--- config.mk ---
export PLATFORM = sky130hd
export DESIGN_NAME = note_event_sync
export DESIGN_NICKNAME = d
export VERILOG_FILES = /design/src/rtl/note_event_sync_pkg.sv /design/src/rtl/note_event_fifo.sv /design/src/rtl/note_event_sync.sv
export SDC_FILE = /design/constraint.sdc
export NUM_CORES = 1
export LEC_CHECK = 0
export CAP_MARGIN = 20
export CORE_MARGIN = 2
export CORE_UTILIZATION = 30
export DETAILED_ROUTE_END_ITERATION = 7
export PLACE_DENSITY = 0.55
export RECOVER_POWER = 50
export SLEW_MARGIN = 30
export SYNTH_ARGS = -nofsm -noshare
export SYNTH_HDL_FRONTEND = slang
export SYNTH_SLANG_ARGS = --single-unit
--- constraint.sdc ---
create_clock -name OSC_CLK -period 11.3 [get_ports OSC_CLK]
set_clock_uncertainty 0.1 [all_clocks]
set_input_delay 1.13 -clock OSC_CLK [delete_from_list [all_inputs] [get_ports OSC_CLK]]
set_output_delay 1.13 -clock OSC_CLK [all_outputs]
set_load 0.1 [all_outputs]
--- src/rtl/note_event_sync_pkg.sv ---
// note_event_sync_pkg: shared event record, event-type constants and default widths for the note-event front end
package note_event_sync_pkg;
    localparam int DEF_VOICES     = 8;
    localparam int DEF_V_WIDTH    = $clog2(DEF_VOICES);
    localparam int DEF_E_WIDTH    = 3;
    localparam int DEF_FIFO_DEPTH = 4;
    localparam int DEF_FL_WIDTH   = $clog2(DEF_FIFO_DEPTH) + 1;
    localparam int DEF_VEL_WIDTH  = 8;
    localparam int DEF_LVL_WIDTH  = 8;
    localparam logic EV_NOTE_ON  = 1'b1;
    localparam logic EV_NOTE_OFF = 1'b0;
    typedef struct packed {
        logic                     typ;
        logic [DEF_V_WIDTH-1:0]   adr;
        logic [7:0]               key;
        logic [DEF_VEL_WIDTH-1:0] vel;
    } ev_t;
endpackage

--- src/rtl/note_event_fifo.sv ---
// note_event_fifo: event FIFO with occupancy, full/empty and sticky drop flag
module note_event_fifo import note_event_sync_pkg::*; #(
    parameter int DEPTH = DEF_FIFO_DEPTH,
    localparam int AW = $clog2(DEPTH)
) (
    input  logic        OSC_CLK,
    input  logic        reset_reg_N,
    input  logic        valid,
    output logic        ready,
    input  ev_t         din,
    input  logic        pop,
    output ev_t         dout,
    output logic [AW:0] level,
    output logic        empty,
    input  logic        ovf_clr,
    output logic        ovf
);
    ev_t mem [DEPTH];
    logic [AW-1:0] wr, rd;
    logic full, push, do_pop;
    assign full   = level == (AW+1)'(DEPTH);
    assign empty  = level == '0;
    assign ready  = !full;
    assign push   = valid && !full;
    assign do_pop = pop && !empty;
    assign dout   = mem[rd];
    always_ff @(posedge OSC_CLK or negedge reset_reg_N) begin
        if (!reset_reg_N) begin
            wr    <= '0;
            rd    <= '0;
            level <= '0;
            ovf   <= 1'b0;
        end else begin
            if (push) wr <= wr + 1'b1;
            if (do_pop) rd <= rd + 1'b1;
            level <= level + (AW+1)'(push) - (AW+1)'(do_pop);
            // a drop in the same cycle as a clear keeps the flag set
            ovf   <= (valid && full) || (ovf && !ovf_clr);
        end
    end
    always_ff @(posedge OSC_CLK) begin
        if (push) mem[wr] <= din;
    end
endmodule

--- src/rtl/note_event_sync.sv ---
// note_event_sync: frame-synchronous note-event release with note-on pulse pipeline and velocity-scaled level
// VEL_CURVE_EN: square the stored note-on velocity (one extra cycle on the velocity write)
module note_event_sync import note_event_sync_pkg::*; #(
    parameter int VOICES     = DEF_VOICES,
    parameter int V_WIDTH    = $clog2(VOICES),
    parameter int E_WIDTH    = DEF_E_WIDTH,
    parameter int FIFO_DEPTH = DEF_FIFO_DEPTH,
    parameter int VEL_WIDTH  = DEF_VEL_WIDTH,
    parameter int LVL_WIDTH  = DEF_LVL_WIDTH,
    parameter int NOTE_DLY   = 3
) (
    input  logic                         OSC_CLK,
    input  logic                         reset_reg_N,
    input  logic                         ev_valid,
    output logic                         ev_ready,
    input  logic                         ev_type,
    input  logic [V_WIDTH-1:0]           ev_key_adr,
    input  logic [7:0]                   ev_key_val,
    input  logic [VEL_WIDTH-1:0]         ev_vel,
    input  logic [VOICES-1:0]            keys_on,
    input  logic                         n_xxxx_zero,
    input  logic [V_WIDTH+E_WIDTH-1:0]   xxxx,
    input  logic [LVL_WIDTH-1:0]         level_mul,
    input  logic                         ovf_clr,
    output logic                         note_on_out,
    output logic                         note_on_dly,
    output logic [V_WIDTH-1:0]           key_adr,
    output logic [7:0]                   key_val,
    output logic [VEL_WIDTH-1:0]         vel_on,
    output logic [VOICES-1:0]            keys_on_out,
    output logic [LVL_WIDTH-1:0]         level_mul_vel,
    output logic [$clog2(FIFO_DEPTH):0]  fifo_level,
    output logic                         ovf
);
    localparam int PW = VEL_WIDTH + LVL_WIDTH;
    ev_t ev_in, ev_out;
    logic fifo_empty, tick, pop;
    logic [2:0] sync;
    logic [NOTE_DLY:0] sr;
    logic [VEL_WIDTH-1:0] vel_on_mem [VOICES];
    logic [VEL_WIDTH-1:0] vel_off_mem [VOICES];
    logic wr_en;
    logic [V_WIDTH-1:0] wr_adr;
    logic [VEL_WIDTH-1:0] wr_vel;
    logic [PW-1:0] p;
    assign ev_in = '{typ: ev_type, adr: ev_key_adr, key: ev_key_val, vel: ev_vel};
    assign pop = tick && !fifo_empty;
    assign note_on_out = sr[NOTE_DLY-1];
    assign note_on_dly = sr[NOTE_DLY];
    note_event_fifo #(.DEPTH(FIFO_DEPTH)) u_fifo (
        .OSC_CLK(OSC_CLK), .reset_reg_N(reset_reg_N),
        .valid(ev_valid), .ready(ev_ready), .din(ev_in),
        .pop(pop), .dout(ev_out), .level(fifo_level), .empty(fifo_empty),
        .ovf_clr(ovf_clr), .ovf(ovf)
    );
    always_ff @(posedge OSC_CLK or negedge reset_reg_N) begin
        if (!reset_reg_N) begin
            sync        <= '1;
            tick        <= 1'b0;
            sr          <= '0;
            key_adr     <= '0;
            key_val     <= '0;
            vel_on      <= '0;
            keys_on_out <= '0;
        end else begin
            sync <= {sync[1:0], n_xxxx_zero};
            tick <= sync[2] && !sync[1];
            sr   <= {sr[NOTE_DLY-1:0], pop && ev_out.typ == EV_NOTE_ON};
            if (tick) keys_on_out <= keys_on;
            if (pop) begin
                key_adr <= ev_out.adr;
                key_val <= ev_out.key;
                vel_on  <= ev_out.vel;
            end
        end
    end
`ifdef VEL_CURVE_EN
    logic [2*VEL_WIDTH-1:0] sq;
    assign sq = (2*VEL_WIDTH)'(ev_out.vel) * (2*VEL_WIDTH)'(ev_out.vel);
    always_ff @(posedge OSC_CLK or negedge reset_reg_N) begin
        if (!reset_reg_N) begin
            wr_en  <= 1'b0;
            wr_adr <= '0;
            wr_vel <= '0;
        end else begin
            wr_en  <= pop && ev_out.typ == EV_NOTE_ON;
            wr_adr <= ev_out.adr;
            wr_vel <= &ev_out.vel ? '1 : sq[2*VEL_WIDTH-1:VEL_WIDTH];
        end
    end
`else
    assign wr_en  = pop && ev_out.typ == EV_NOTE_ON;
    assign wr_adr = ev_out.adr;
    assign wr_vel = ev_out.vel;
`endif
    always_ff @(posedge OSC_CLK or negedge reset_reg_N) begin
        if (!reset_reg_N) begin
            for (int i = 0; i < VOICES; i++) begin
                vel_on_mem[i]  <= '1;
                vel_off_mem[i] <= '1;
            end
        end else begin
            if (wr_en) vel_on_mem[wr_adr] <= wr_vel;
            if (pop && ev_out.typ == EV_NOTE_OFF) vel_off_mem[ev_out.adr] <= ev_out.vel;
        end
    end
    assign p = PW'(vel_on_mem[xxxx[V_WIDTH+E_WIDTH-1:E_WIDTH]]) * PW'(level_mul);
    always_ff @(posedge OSC_CLK or negedge reset_reg_N) begin
        if (!reset_reg_N) level_mul_vel <= '0;
        else level_mul_vel <= |p[PW-1:VEL_WIDTH-1+LVL_WIDTH] ? '1 : p[VEL_WIDTH-1 +: LVL_WIDTH];
    end
endmodule

==> flow_metrics.py <==
metrics = {
    "outcome": {
        "status": "finished with violations",
        "violations": "capacitance limit, slew limit",
    },
    "drt": {
        "first_pass_iters": 4,
        "ant_nets": 0,
        "routed_wl_um": 19800,
        "vias": 5326,
        "drt_iter0_drc": 258,
        "drt-wirelength-per-cell_um": 17.1,
        "vias_per_cell": 4.60,
        "drc": 0,
    },
    "power_and_ir_drop": {
        "p_per_area_nw_per_um2": 308,
        "ir_drop_v": 0.000172,
        "leakagePower_uw": 0.00475,
    },
    "cts": {
        "clk_latency_ps": 450,
        "cts_max_level": 4,
        "cts_resized": 0,
        "tritoncts": "done",
        "cts-root-buf": "clkbuf_16",
        "hold_buffers": 0,
        "cts_sinks": 195,
        "postCtsSetupBuffers": 0,
        "cts_buffer_depth": 2,
        "cts_made_buffers": 17,
        "clkTransAtPathRegs_ps": 90,
    },
    "placement": {
        "dp_cells": 1124,
        "portBuffers": 85,
        "place_ws_ps": 3540,
        "gp_congestion": 0.729,
        "dp_hpwl_um": 13200,
    },
    "logic_synthesis": {
        "synthCells": 643,
        "yosysWarningCount": 0,
        "synthMuxAreaShare": 0.177,
        "synth_top_family_by_area": "multiplexers",
        "synth_xor_area_frac": 0.0136,
        "synth_top_area_cell": "edfxtp_1",
        "synth_top_area_frac": 0.249,
        "synthAdderAreaFrac": 0.125,
        "yosysMostFrequentCell": "edfxtp_1",
        "synth_compound_area_frac": 0.0171,
        "synth_nets": 765,
        "ys_types": 44,
        "async_reset_ff_frac": 0.590,
        "synthTopCellsByArea": "edfxtp_1 (25%), dfstp_2 (18%), dfrtp_1 (12%)",
        "synth_top_flop_cell": "edfxtp_1",
        "synth_simple_gate_area_frac": 0.0883,
        "avgSynthCellArea_um2": 15.0,
        "synth-seq-cells": 195,
        "mappedNetlistArea_um2": 9660,
        "synthTopCellsByCount": "edfxtp_1 (80), nand2_1 (69), dfstp_2 (67), dfrtp_1 (48), nor2b_1 (44)",
        "synth_edf_count": 80,
        "yosysSeqAreaShare": 0.555,
    },
    "critical_path": {
        "crit_fanout": 14,
        "crit_arrival_ps": 7360,
        "reg2reg_depth": 17,
        "end_kind": "flop",
        "crit_required_ps": 11590,
        "startpoint_type": "primary input",
        "criticalPathCategory": "in2reg",
        "r2r_setup_slack_ps": 5530,
    },
    "grt": {
        "grt_pass1_vias": 5774,
        "grt_max_degree": 70,
        "antenna_found_initial": 4,
        "gr-total-overflow": 0,
        "grt_util_all_layers": 0.127,
        "grt_first_pass_wirelength_um": 32500,
    },
    "final_layout": {
        "stdcell_count": 1158,
        "final_nets": 863,
        "area_growth_syn_to_layout_pct": 20.5,
        "drive_gt1_frac": 0.253,
        "fillerInstances": 2972,
    },
    "timing": {
        "max_slew_margin": -1.47,
        "fin_tns_setup_ps": 0,
        "hold_viol_final": 0,
        "worst_slack_ps": 4230,
        "setup_viol": 0,
        "rsz0062_at_grt": "no",
        "fin_crit_sh": 0.626,
        "fmax_mhz": 141,
        "drv_slew": 118,
        "period_minus_slack_ps": 7070,
        "worstMarginPinSlew_ps": 3700,
    },
    "floorplanning": {
        "ioPinCount": 89,
        "initial_core_util": 0.305,
        "rows": 65,
        "die_height_um": 183,
        "die_area_um2": 33600,
        "core_area_um2": 31600,
        "die_w_um": 183,
    },
    "job": {
        "max_cap_viol_count": 2,
    },
    "hold_path": {
        "hold_path_depth": 0,
        "hold_path.class": "reg2reg",
    },
}
## critical path, cell delays in order
cell and delay (ps):
clkdlybuf4s50_1 1020, mux4_2 420, mux2i_1 680, nor2b_1 150, fa_1 560, fa_1 440, fa_1 540, inv_1 50
fa_1 530, inv_1 40, ha_1 370, a21o_1 210, a21oi_1 180, o22a_1 170, o2111ai_1 160, a31oi_1 230
xnor2_1 280, nand2b_1 180
## cell usage in the layout, fill, tap and decap left out, types with 37 or more instances in the layout
cell and n:
clkdlybuf4s50_1 54, dfrtp_1 47, dfstp_2 67, edfxtp_1 80, ha_1 39, inv_1 41
mux2_2 37, nand2_1 69, nor2b_1 44
## state kept, by name (all words and copies together) (netlist names), 3 cells and up
name	flops
vel_on	8
key_val	8
level_mul_vel	8
vel_on_mem	64
sync	3
u_fifo.level	3
key_adr	3
sr	4
keys_on_out	8
u_fifo.mem	80
## where the power goes
group | total [uW] | switching (uW) | internal, uW
logic | 1810 | 1150 | 661
clock network | 626 | 319 | 308
registers | 1150 | 110 | 1040
## through the flow
step                      total power (uW)  utilization  hold slack, ps  area, um2
after floorplan                       2540            -             231       9660
after global placement                2990        0.348             235      11000
after detailed placement              3010        0.349             237      11000
after CTS                             3660        0.368             243      11700
after global routing                  3870        0.368             252      11600
final                                 3590        0.368             244      11600
## path summary, 6_finish.rpt
kind                               start               end
min in group asynchronous    reset_reg_N  level_mul_vel[2]
setup reg to reg           vel_on_mem[5]  level_mul_vel[2]
hold / removal                     sr[0]             sr[1]
hold reg to reg                    sr[0]             sr[1]
setup / recovery                 xxxx[4]  level_mul_vel[2]
max in group asynchronous    reset_reg_N      u_fifo.rd[1]
## logic make-up (layout without fill, tap and decap cells)
group / count (synthesis) / in the layout
flops: 195 / 195
fa+ha+maj: 75 / 75
xor+xnor: 15 / 15
simple gates: 162 / 162
other cells: 0 / 2
mux: 116 / 116
compound gates: 24 / 24
buf+inv: 56 / 167
## routing by layer
layer	share of wire	global-route usage
met3	0.037	0.0285
met2	0.48	0.206
met4	0.012	0.0384
met1	0.47	0.170
met5	0.0012	0
## final cells by class
cell class | instances | area (um2) | area share
sequential | 195 | 5370 | 0.461
multi-input combinational | 392 | 4080 | 0.351
timing repair buffer | 94 | 916 | 0.0787
tap | 402 | 503 | 0.0432
clock buffer | 18 | 430 | 0.0370
clock inverter | 14 | 188 | 0.0161
inverter | 41 | 154 | 0.0132
antenna | 2 | 5.00 | 0.000430
(Power assumes the default switching activity.)
